<file path="config.mk">
export PLATFORM = sky130hd
export DESIGN_NAME = codec_tdm_intf
export DESIGN_NICKNAME = d
export VERILOG_FILES = /design/src/rtl/codec_tdm_intf.sv
export SDC_FILE = /design/constraint.sdc
export NUM_CORES = 1
export LEC_CHECK = 0
export CELL_PAD_IN_SITES_DETAIL_PLACEMENT = 0
export CELL_PAD_IN_SITES_GLOBAL_PLACEMENT = 1
export CORE_UTILIZATION = 40
export CTS_CLUSTER_SIZE = 24
export DETAILED_ROUTE_END_ITERATION = 7
export PLACE_DENSITY_LB_ADDON = 0.25
export SETUP_SLACK_MARGIN = 0.5
export SLEW_MARGIN = 20
export SYNTH_ARGS = -nofsm -noshare
export SYNTH_HDL_FRONTEND = slang
export SYNTH_SLANG_ARGS = --single-unit
</file>
<file path="constraint.sdc">
create_clock -name clk -period 2.7 [get_ports clk]
set_clock_uncertainty 0.2 [all_clocks]
set_input_delay 0.81 -clock clk [delete_from_list [all_inputs] [get_ports clk]]
set_output_delay 0.81 -clock clk [all_outputs]
set_load 0.02 [all_outputs]
</file>
<file path="src/rtl/codec_tdm_intf.sv">
// TDM/I2S codec serial interface: derives MCLK/SCLK/LRCLK/RSTn from one frame counter,
// serialises NUM_CH transmit channels onto SDin and deserialises SDout into NUM_CH receive channels.
module codec_tdm_intf #(
    parameter int DATA_W      = 16,
    parameter int SLOT_W      = 16,
    parameter int NUM_CH      = 2,
    parameter int SCLK_DIV    = 16,
    parameter int WARM_FRAMES = 1,
    parameter int I2S_DELAY   = 0
) (
    input  logic                       clk,
    input  logic                       rst_n,
    input  logic [NUM_CH*DATA_W-1:0]   tx_data_i,
    input  logic                       tx_valid_i,
    output logic                       tx_ready_o,
    output logic [NUM_CH*DATA_W-1:0]   rx_data_o,
    output logic                       rx_valid_o,
    output logic                       tx_underrun_o,
    output logic                       running_o,
    output logic                       mclk_o,
    output logic                       sclk_o,
    output logic                       lrclk_o,
    output logic                       rstn_o,
    output logic                       sdin_o,
    input  logic                       sdout_i
);

    localparam int DW_ALL = NUM_CH * DATA_W;
    localparam int CW     = $clog2(2 * SCLK_DIV * SLOT_W * NUM_CH);
    localparam int SB     = $clog2(SCLK_DIV);
    localparam int PW     = CW - SB - 1;
    localparam int SW     = $clog2(SLOT_W);
    localparam int MB     = (SCLK_DIV == 32'sd2) ? 32'sd0 : 32'sd1;

    localparam logic [SB:0]   RISE_PH  = (SB + 1)'(SCLK_DIV - 32'sd1);
    localparam logic [SB:0]   FALL_PH  = {(SB + 1){1'b1}};
    localparam logic [CW-1:0] CNT_LAST = {CW{1'b1}};
    localparam logic [CW-1:0] CNT_ONE  = {{(CW - 1){1'b0}}, 1'b1};
    localparam logic [PW-1:0] DELAY    = PW'(I2S_DELAY);
    localparam logic [3:0]    WARM_N   = 4'(WARM_FRAMES);

    typedef enum logic [1:0] {
        ST_RESET = 2'd0,
        ST_WARM  = 2'd1,
        ST_RUN   = 2'd2
    } state_e;

    // Maps a stream position to a channel bit index (MSB first), or -1 for slot padding.
    function automatic int bit_index(input logic [PW-1:0] q);
        int j;
        int s;
        j = int'(q[SW-1:0]);
        s = int'(q[PW-1:SW]);
        if (j < DATA_W) begin
            bit_index = s * DATA_W + DATA_W - 32'sd1 - j;
        end else begin
            bit_index = -32'sd1;
        end
    endfunction

    function automatic logic pick_bit(input logic [DW_ALL-1:0] img, input int idx);
        logic b;
        b = 1'b0;
        for (int i = 32'sd0; i < DW_ALL; i++) begin
            b = b | (img[i] & (i == idx));
        end
        return b;
    endfunction

    state_e              state_q, state_d;
    logic [CW-1:0]       cnt_q, cnt_d;
    logic [3:0]          warm_q, warm_d;
    logic [DW_ALL-1:0]   buf_q, buf_d;
    logic                buf_full_q, buf_full_d;
    logic [DW_ALL-1:0]   img_q, img_d;
    logic [DW_ALL-1:0]   rx_asm_q, rx_asm_d;
    logic [DW_ALL-1:0]   rx_data_q, rx_data_d;
    logic                sdin_q, sdin_d;
    logic                rx_valid_q, rx_valid_d;
    logic                underrun_q, underrun_d;
    logic                tx_ready_q, tx_ready_d;
    logic                rstn_q, rstn_d;
    logic                running_q, running_d;

    logic                boundary_s, rise_s, fall_s, accept_s;
    logic [PW-1:0]       p_cur_s, p_next_s;
    int                  tx_idx_s, rx_idx_s;

    assign boundary_s = (cnt_q == CNT_LAST);
    assign rise_s     = (cnt_q[SB:0] == RISE_PH);
    assign fall_s     = (cnt_q[SB:0] == FALL_PH);
    assign accept_s   = tx_valid_i & tx_ready_q;
    assign p_cur_s    = cnt_q[CW-1:SB+1];

    // Sequencer: codec reset frame, warm-up frames, then continuous run.
    always_comb begin
        state_d = state_q;
        warm_d  = warm_q;
        case (state_q)
            ST_RESET: begin
                if (boundary_s) begin
                    warm_d  = 4'd0;
                    state_d = (WARM_FRAMES == 32'sd0) ? ST_RUN : ST_WARM;
                end else begin
                    state_d = ST_RESET;
                end
            end
            ST_WARM: begin
                if (boundary_s) begin
                    warm_d  = warm_q + 4'd1;
                    state_d = ((warm_q + 4'd1) == WARM_N) ? ST_RUN : ST_WARM;
                end else begin
                    state_d = ST_WARM;
                end
            end
            ST_RUN:  state_d = ST_RUN;
            default: state_d = ST_RESET;
        endcase
        rstn_d    = (state_d != ST_RESET);
        running_d = (state_d == ST_RUN);
    end

    // Datapath: transmit buffer/frame image, serial bit selection and receive assembly.
    always_comb begin
        cnt_d      = cnt_q + CNT_ONE;
        buf_d      = buf_q;
        buf_full_d = buf_full_q;
        img_d      = img_q;
        rx_asm_d   = rx_asm_q;
        rx_data_d  = rx_data_q;
        sdin_d     = sdin_q;
        rx_valid_d = 1'b0;
        underrun_d = 1'b0;
        p_next_s   = cnt_d[CW-1:SB+1];
        tx_idx_s   = bit_index(p_next_s - DELAY);
        rx_idx_s   = bit_index(p_cur_s - DELAY);

        // Only frames that started in RUN are delivered; the image for the next frame is chosen here.
        if (boundary_s && (state_q == ST_RUN)) begin
            rx_data_d  = rx_asm_q;
            rx_valid_d = 1'b1;
            if (buf_full_q) begin
                img_d      = buf_q;
                buf_full_d = 1'b0;
            end else begin
                img_d      = {DW_ALL{1'b0}};
                underrun_d = 1'b1;
            end
        end else if (boundary_s) begin
            img_d = {DW_ALL{1'b0}};
        end else begin
            img_d = img_q;
        end

        if (accept_s) begin
            buf_d      = tx_data_i;
            buf_full_d = 1'b1;
        end else begin
            buf_d = buf_q;
        end

        if (fall_s) begin
            sdin_d = pick_bit(img_d, tx_idx_s);
        end else begin
            sdin_d = sdin_q;
        end

        if (rise_s) begin
            for (int i = 32'sd0; i < DW_ALL; i++) begin
                rx_asm_d[i] = (i == rx_idx_s) ? sdout_i : rx_asm_q[i];
            end
        end else begin
            rx_asm_d = rx_asm_q;
        end

        tx_ready_d = running_d & ~buf_full_d;
    end

    // State and datapath registers; rst_n clears everything, discarding any partial frame.
    always_ff @(posedge clk or negedge rst_n) begin
        if (!rst_n) begin
            state_q    <= ST_RESET;
            cnt_q      <= {CW{1'b0}};
            warm_q     <= 4'd0;
            buf_q      <= {DW_ALL{1'b0}};
            buf_full_q <= 1'b0;
            img_q      <= {DW_ALL{1'b0}};
            rx_asm_q   <= {DW_ALL{1'b0}};
            rx_data_q  <= {DW_ALL{1'b0}};
            sdin_q     <= 1'b0;
            rx_valid_q <= 1'b0;
            underrun_q <= 1'b0;
            tx_ready_q <= 1'b0;
            rstn_q     <= 1'b0;
            running_q  <= 1'b0;
        end else begin
            state_q    <= state_d;
            cnt_q      <= cnt_d;
            warm_q     <= warm_d;
            buf_q      <= buf_d;
            buf_full_q <= buf_full_d;
            img_q      <= img_d;
            rx_asm_q   <= rx_asm_d;
            rx_data_q  <= rx_data_d;
            sdin_q     <= sdin_d;
            rx_valid_q <= rx_valid_d;
            underrun_q <= underrun_d;
            tx_ready_q <= tx_ready_d;
            rstn_q     <= rstn_d;
            running_q  <= running_d;
        end
    end

    assign mclk_o        = cnt_q[MB];
    assign sclk_o        = cnt_q[SB];
    assign lrclk_o       = ~cnt_q[CW-1];
    assign rstn_o        = rstn_q;
    assign sdin_o        = sdin_q;
    assign tx_ready_o    = tx_ready_q;
    assign rx_data_o     = rx_data_q;
    assign rx_valid_o    = rx_valid_q;
    assign tx_underrun_o = underrun_q;
    assign running_o     = running_q;

endmodule

</file>
==> results_dict.tcl, run 1 <==
set metrics [dict create \
    status "complete, no violations" \
    diodes 0 \
    clkTransAtPathRegs_ns 0.06 \
    hp-class "in2async" \
    ys_seq_area_share_pct 56.84 \
    drt-initial-drc-count 254 \
    pre_cts_ws_ns 0.1185 \
    cts_buffer_depth 2 \
    peakVddDrop_mv 0.4080 \
    finalMaxSlewViolations 0 \
    viasPerCell 5.129 \
    fin_ws_ns 0.1923 \
    critPathArrivalTime_ns 2.61 \
    cts.htree.levels 4 \
    fin_crit_ns 2.508 \
    p_sw_mw 0.9939 \
    syn_area_um2 6648 \
    power.density_nw_per_um2 525.1 \
    cp-end-kind "flip-flop" \
    swShare_pct 21.66 \
    synth_edf_count 0 \
    timing.rr.start "cnt_q[1]" \
    yosys_warnings 0 \
    cts_made_buffers 17 \
    fillCellCount 1404 \
    ant_nets 0 \
    fp-row-count 46 \
    worstSkewPairLatency_ns 0.42 \
    start_kind "flip-flop" \
    grt_use_total_pct 19.43 \
    hold_buffers 0 \
    synthesis.nets 682 \
    routed_wl_um 15620 \
    first_global_vias 4945 \
    die_h_um 130.9 \
    fin_setup_tns_ns 0 \
    dr.pass1.iters 4 \
    initial_core_util_pct 41.40 \
    post-route-period-util_pct 92.88 \
    max_freq_mhz 398.8 \
    syn-instance-count 641 \
    dp_hpwl_um 10170 \
    final_hold_viol_count 0 \
    grt_overflow 0 \
    async_flop_share_pct 100.0 \
    grt_antenna_before_repair 0 \
    worstMarginPinSlew_ns 0.6178 \
    p_comb_share_pct 2.7 \
    grt_pass1_wl_um 25340 \
    grt_max_degree 61 \
    die_area_um2 17140 \
    max_cap_violations 0 \
    portBuffers 76 \
    ios 77 \
    final_layout_size_suffix_gt1_share_pct 26.84 \
    routabilityCongestion 0.8513 \
    final_nets 789 \
    vias 5006 \
    pwr-share-clk_pct 47.6 \
    setup_viol 0 \
    maxSlewHeadroom_pct 58.81 \
    dpl.cell_count 922 \
    p_leak_nw 4.341 \
    final_common_cell "nand2_1" \
    coreArea_um2 16060 \
    dieWidth_um 130.9 \
    syn2layout_area_growth_pct 31.45 \
    synth.distinct_cells 58 \
    worstSetupPathType "reg2reg" \
    crit_fanout 5 \
    p_int_mw 3.595 \
    wl_per_cell_um 16.00 \
    ys.flop_type "dfrtp_1" \
    power_frac_seq_pct 49.8 \
    layout_common_cells "177 x nand2_1, 142 x dfrtp_1, 64 x mux2_2, 48 x nand3_1, 39 x buf_4" \
    crit_required_ns 2.81 \
    hold_slack_ns 0.1599 \
    stdcell_count 976 \
    cts_root_buf "clkbuf_16" \
    synth-seq-cells 151 \
    clock_sinks 151 \
    rsz0062_at_grt "yes" \
    avgSynthCellArea_um2 10.37 \
    drc_errors 0 \
    cts_tree "built" \
    critPathLaunch "cnt_q[1]" \
]
## stage by stage
| step | util, % | power (mW) | cell area (µm²) |
|---|---|---|---|
| floorplan | - | 2.339 | 6735 |
| global placement | 48.67 | 2.447 | 7815 |
| detailed placement | 48.67 | 2.451 | 7815 |
| CTS | 52.73 | 4.645 | 8468 |
| global route | 54.42 | 4.770 | 8738 |
| finish | 54.42 | 4.588 | 8738 |
## worst paths after layout
path	endpoint	slack [ns]	cells past startpoint
max	sdin_o	0.19	10
min	rx_asm_q[0]	0.16	1
max reg2reg	sdin_o	0.19	10
min reg2reg	img_q[9]	0.26	2
max in group asynchronous	rx_data_o[29]	1.40	2
min in group clk	img_q[9]	0.26	2
## state kept, by name, summed over array words and instances (netlist names), 2 cells and up
signal	flops
buf_q	32
img_q	32
rx_asm_q	32
rx_data_o	32
cnt_q	10
warm_q	4
state_q	2
## power by group through the flow
| stage | Combinational, mW | Clock [mW] | Sequential, mW |
|---|---|---|---|
| global placement | 0.124 | 0 | 2.32 |
| global route | 0.139 | 2.35 | 2.28 |
| floorplan | 0.0165 | 0 | 2.32 |
| finish | 0.123 | 2.18 | 2.28 |
| detailed placement | 0.127 | 0 | 2.32 |
| CTS | 0.128 | 2.23 | 2.28 |
## synthesized netlist by cell type, types with 2 or more instances
| master | instances | area share (%) |
|---|---|---|
| clkbuf_1 | 14 | 0.79 |
| a221oi_1 | 2 | 0.26 |
| dfrtp_1 | 151 | 57 |
| xor2_1 | 3 | 0.40 |
| buf_2 | 13 | 0.98 |
| nand2_1 | 180 | 10 |
| a211o_1 | 2 | 0.26 |
| buf_1 | 5 | 0.28 |
| a21oi_1 | 5 | 0.38 |
| a211oi_1 | 2 | 0.23 |
| o31ai_1 | 2 | 0.23 |
| nor3b_1 | 3 | 0.34 |
| nor2b_1 | 3 | 0.28 |
| nand4_1 | 4 | 0.38 |
| inv_1 | 19 | 1.1 |
| nor4_1 | 4 | 0.38 |
| nand3_1 | 52 | 3.9 |
| and3_1 | 8 | 0.75 |
| o21ai_0 | 11 | 0.83 |
| nand2b_1 | 3 | 0.28 |
| ha_1 | 5 | 0.94 |
| mux2i_1 | 5 | 0.75 |
| a31oi_1 | 6 | 0.56 |
| a311oi_1 | 2 | 0.26 |
| a221oi_2 | 2 | 0.45 |
| mux2_2 | 64 | 11 |
| nor3_1 | 8 | 0.60 |
| o211ai_1 | 3 | 0.34 |
| nor2_1 | 22 | 1.2 |
| o21a_1 | 2 | 0.23 |
| xnor2_1 | 8 | 1.1 |
| buf_4 | 2 | 0.23 |
## routing by layer
layer / share of wire [%] / GRT usage [%] / up-vias
met5: 0 / 0 / -
met4: 1.7 / 7.099 / 0
met2: 48 / 30.97 / 108
met3: 3.9 / 4.682 / 26
li1: - / - / 2388
met1: 46 / 25.77 / 2484
## layout make-up
| class | instances | area (µm²) | share of cell area (%) |
|---|---|---|---|
| clock buffers | 19 | 432.9 | 4.954 |
| clock inverters | 12 | 107.6 | 1.231 |
| inverters | 21 | 96.34 | 1.103 |
| multi-input cells | 436 | 2907 | 33.26 |
| flip-flops and latches | 151 | 3790 | 43.37 |
| well taps | 216 | 270.3 | 3.093 |
| repair buffers | 121 | 1135 | 12.99 |
## timing repair
item	4_1_cts	5_1_grt
pin swaps	3	10
resized for setup	76	37
buffers inserted	4	16
gates cloned	2	1
endpoints found under the setup margin	91	30
## worst max-delay path, stage by stage, from the launching register on
cell and delay [ns]:
dfrtp_2 0.40, buf_4 0.12, nand2_2 0.12, nor3_4 0.24
a21oi_2 0.10, a221oi_4 0.39, buf_4 0.18, a311oi_2 0.04
o21ai_0 0.19, a32oi_1 0.12, o32a_1 0.31
## kinds of logic after synthesis
family	after synthesis	synth area share [%]
xor gates and xnor gates	11	1.449
AOI/OAI and AO/OA	50	5.477
adders and majority gates	5	0.9411
DFF	151	56.84
muxes	69	11.59
buffers and inverters	56	3.632
and+or+nand+nor	299	20.06
Note: power is estimated with default switching activity, not from simulation.
==> inputs of run 2 (changes only) <==
--- a/config.mk
+++ b/config.mk
@@ -10,6 +10,7 @@
 export CORE_UTILIZATION = 40
 export CTS_CLUSTER_SIZE = 24
 export DETAILED_ROUTE_END_ITERATION = 7
+export GPL_TIMING_DRIVEN = 0
 export PLACE_DENSITY_LB_ADDON = 0.25
 export SETUP_SLACK_MARGIN = 0.5
 export SLEW_MARGIN = 20
==> constraint.sdc (replaced) <==
create_clock -name clk -period 2.3 [get_ports clk]
set_clock_uncertainty 0.2 [all_clocks]
set_input_delay 0.69 -clock clk [delete_from_list [all_inputs] [get_ports clk]]
set_output_delay 0.69 -clock clk [all_outputs]
set_load 0.02 [all_outputs]
==> run 2 against run 1 <==
The run now ends with negative hold slack, negative setup slack left. First-iteration DRC count shrank 7.9%. Routed wire length grew 12%. Largest power group is now the clock network. Sequential power grew 18%. Via count grew 8.5%. Largest cell class unchanged. Global-route usage grew 2.0 points. Sequential cell count is the same. Design area grew 19%. Clock power grew 43%.
==> results_dict.tcl, run 2 (synthesis gave the netlist of run 1 again) <==
set metrics [dict create \
    post-route-period-util_pct 115.0 \
    worstMarginPinSlew_ns 0.5028 \
    grt_pass1_wl_um 27840 \
    fin_ws_ns -0.3439 \
    max_freq_mhz 378.2 \
    finalMaxSlewViolations 0 \
    syn2layout_area_growth_pct 56.92 \
    fillCellCount 1203 \
    worstSkewPairLatency_ns 0.42 \
    cp-end-kind "flip-flop" \
    cts_tree "built" \
    violations "negative hold slack, negative setup slack" \
    status "complete, but fails checks" \
    p_leak_nw 4.979 \
    worstSetupPathType "reg2reg" \
    first_global_vias 5487 \
    peakVddDrop_mv 0.4771 \
    dpl.cell_count 934 \
    seqCellArea_um2 3785 \
    drt-initial-drc-count 234 \
    coreArea_um2 16060 \
    grt_overflow 0 \
    critPathArrivalTime_ns 2.74 \
    cts_buffer_depth 2 \
    multi_input_area_um2 3580 \
    clkTransAtPathRegs_ns 0.06 \
    final_common_cell "dfrtp_1" \
    ff2ff_path_depth 11 \
    layout_common_cells "146 x dfrtp_1, 113 x nand2_1, 68 x buf_4, 61 x buf_6, 42 x nand2_2" \
    rsz0062_at_grt "yes" \
    vias 5432 \
    max_cap_violations 0 \
    setup_viol 58 \
    dp_hpwl_um 10530 \
    fp-row-count 46 \
    initial_core_util_pct 41.40 \
    drc_errors 0 \
    clock_sinks 151 \
    fin_crit_ns 2.644 \
    power.density_nw_per_um2 570.1 \
    rr_endpoint "sdin_o" \
    grt_max_degree 94 \
    timing.rr.start "cnt_q[0]" \
    final_hold_viol_count 44 \
    ant_nets 0 \
    wl_per_cell_um 16.62 \
    hp-class "in2async" \
    maxSlewHeadroom_pct 66.36 \
    final_layout_size_suffix_gt1_share_pct 48.98 \
    viasPerCell 5.159 \
    portBuffers 76 \
    dr.pass1.iters 4 \
    crit_required_ns 2.40 \
    dieWidth_um 130.9 \
    grt_use_total_pct 21.45 \
    post-route-util_pct 64.96 \
    cts_made_buffers 17 \
    stdcell_count 1053 \
    cts.htree.levels 4 \
    diodes 0 \
    start_kind "flip-flop" \
    final_nets 867 \
    crit_fanout 8 \
    hold_slack_ns -0.02681 \
    grt_antenna_before_repair 0 \
    ios 77 \
    routed_wl_um 17500 \
    r2r_slack_ns -0.34 \
    die_h_um 130.9 \
    die_area_um2 17140 \
    routabilityCongestion 0.8047 \
    cts_root_buf "clkbuf_16" \
]
==> run 2: per-stage QoR <==
| stage | setup TNS, ns | hold WS (ns) | setup slack, ns | cell area (µm²) | power, mW |
|---|---|---|---|---|---|
| 2_1_floorplan | -0.08791 | 0.1944 | -0.08791 | 6829 | 2.745 |
| 3_3_place_gp | -843.25 | 0.2412 | -6.095 | 7860 | 2.863 |
| 3_5_place_dp | -6.353 | 0.2463 | -0.6613 | 7893 | 2.873 |
| 4_1_cts | -1.085 | -0.01506 | -0.2939 | 9734 | 5.994 |
| 5_1_grt | -10.81 | -0.01388 | -0.4029 | 10430 | 6.126 |
| 6_report | -6.609 | -0.02681 | -0.3439 | 10430 | 5.946 |
==> run 2: area by class of cell <==
cell class / count / area share (%)
flip-flops and latches: 151 / 36.28
multi-input cells: 434 / 34.32
repair buffers: 166 / 16.10
clock buffers: 21 / 4.318
plain buffers: 35 / 3.586
well taps: 216 / 2.591
clock inverters: 9 / 1.907
inverters: 21 / 0.8996
==> run 2: worst max path at each step <==
| stage | to | cells after the start | slack [ns] | from |
|---|---|---|---|---|
| 2_1_floorplan | sdin_o | 11 | -0.09 | cnt_q[1] |
| 3_3_place_gp | cnt_q[1] | 1 | -6.10 | rst_n |
| 3_5_place_dp | sdin_o | 9 | -0.66 | cnt_q[6] |
| 4_1_cts | sdin_o | 9 | -0.29 | cnt_q[0] |
| 5_1_grt | sdin_o | 11 | -0.40 | cnt_q[0] |
| 6_report | sdin_o | 11 | -0.34 | cnt_q[0] |
==> run 2: what timing repair did <==
action / 4_1_cts / 5_1_grt
gates resized for setup: 408 / 128
endpoints found under the setup margin: 173 / 139
endpoints found under the hold margin: 7 / 7
pin swaps: 73 / 45
hold buffers: 1 / 1
setup buffers: 59 / 24
gates cloned: 3 / 1
==> run 2: worst max-delay path: stages (launching register included) <==
cell and delay, ns:
dfrtp_1 0.44, ha_4 0.20, and3_4 0.16, and3_4 0.17, buf_12 0.14, buf_8 0.13, mux2i_2 0.16, nand3_1 0.10
a31oi_2 0.11, nor4_2 0.31, a32oi_2 0.09, o32a_1 0.30
==> run 2: power by group <==
| part | total, mW | switching (mW) | internal (mW) |
|---|---|---|---|
| clock | 3.11 | 1.06 | 2.05 |
| combinational | 0.152 | 0.0727 | 0.0796 |
| sequential | 2.68 | 0.00993 | 2.67 |
| total | 5.95 | 1.15 | 4.80 |
==> run 2: routing by layer <==
layer  routed length, µm  share of wire, %  global-route usage, %
met5                   0                 0                      0
met4                 239               1.4                  7.370
met3                 544               3.1                  4.560
met2                8959                51                  36.69
met1                7757                44                  26.90
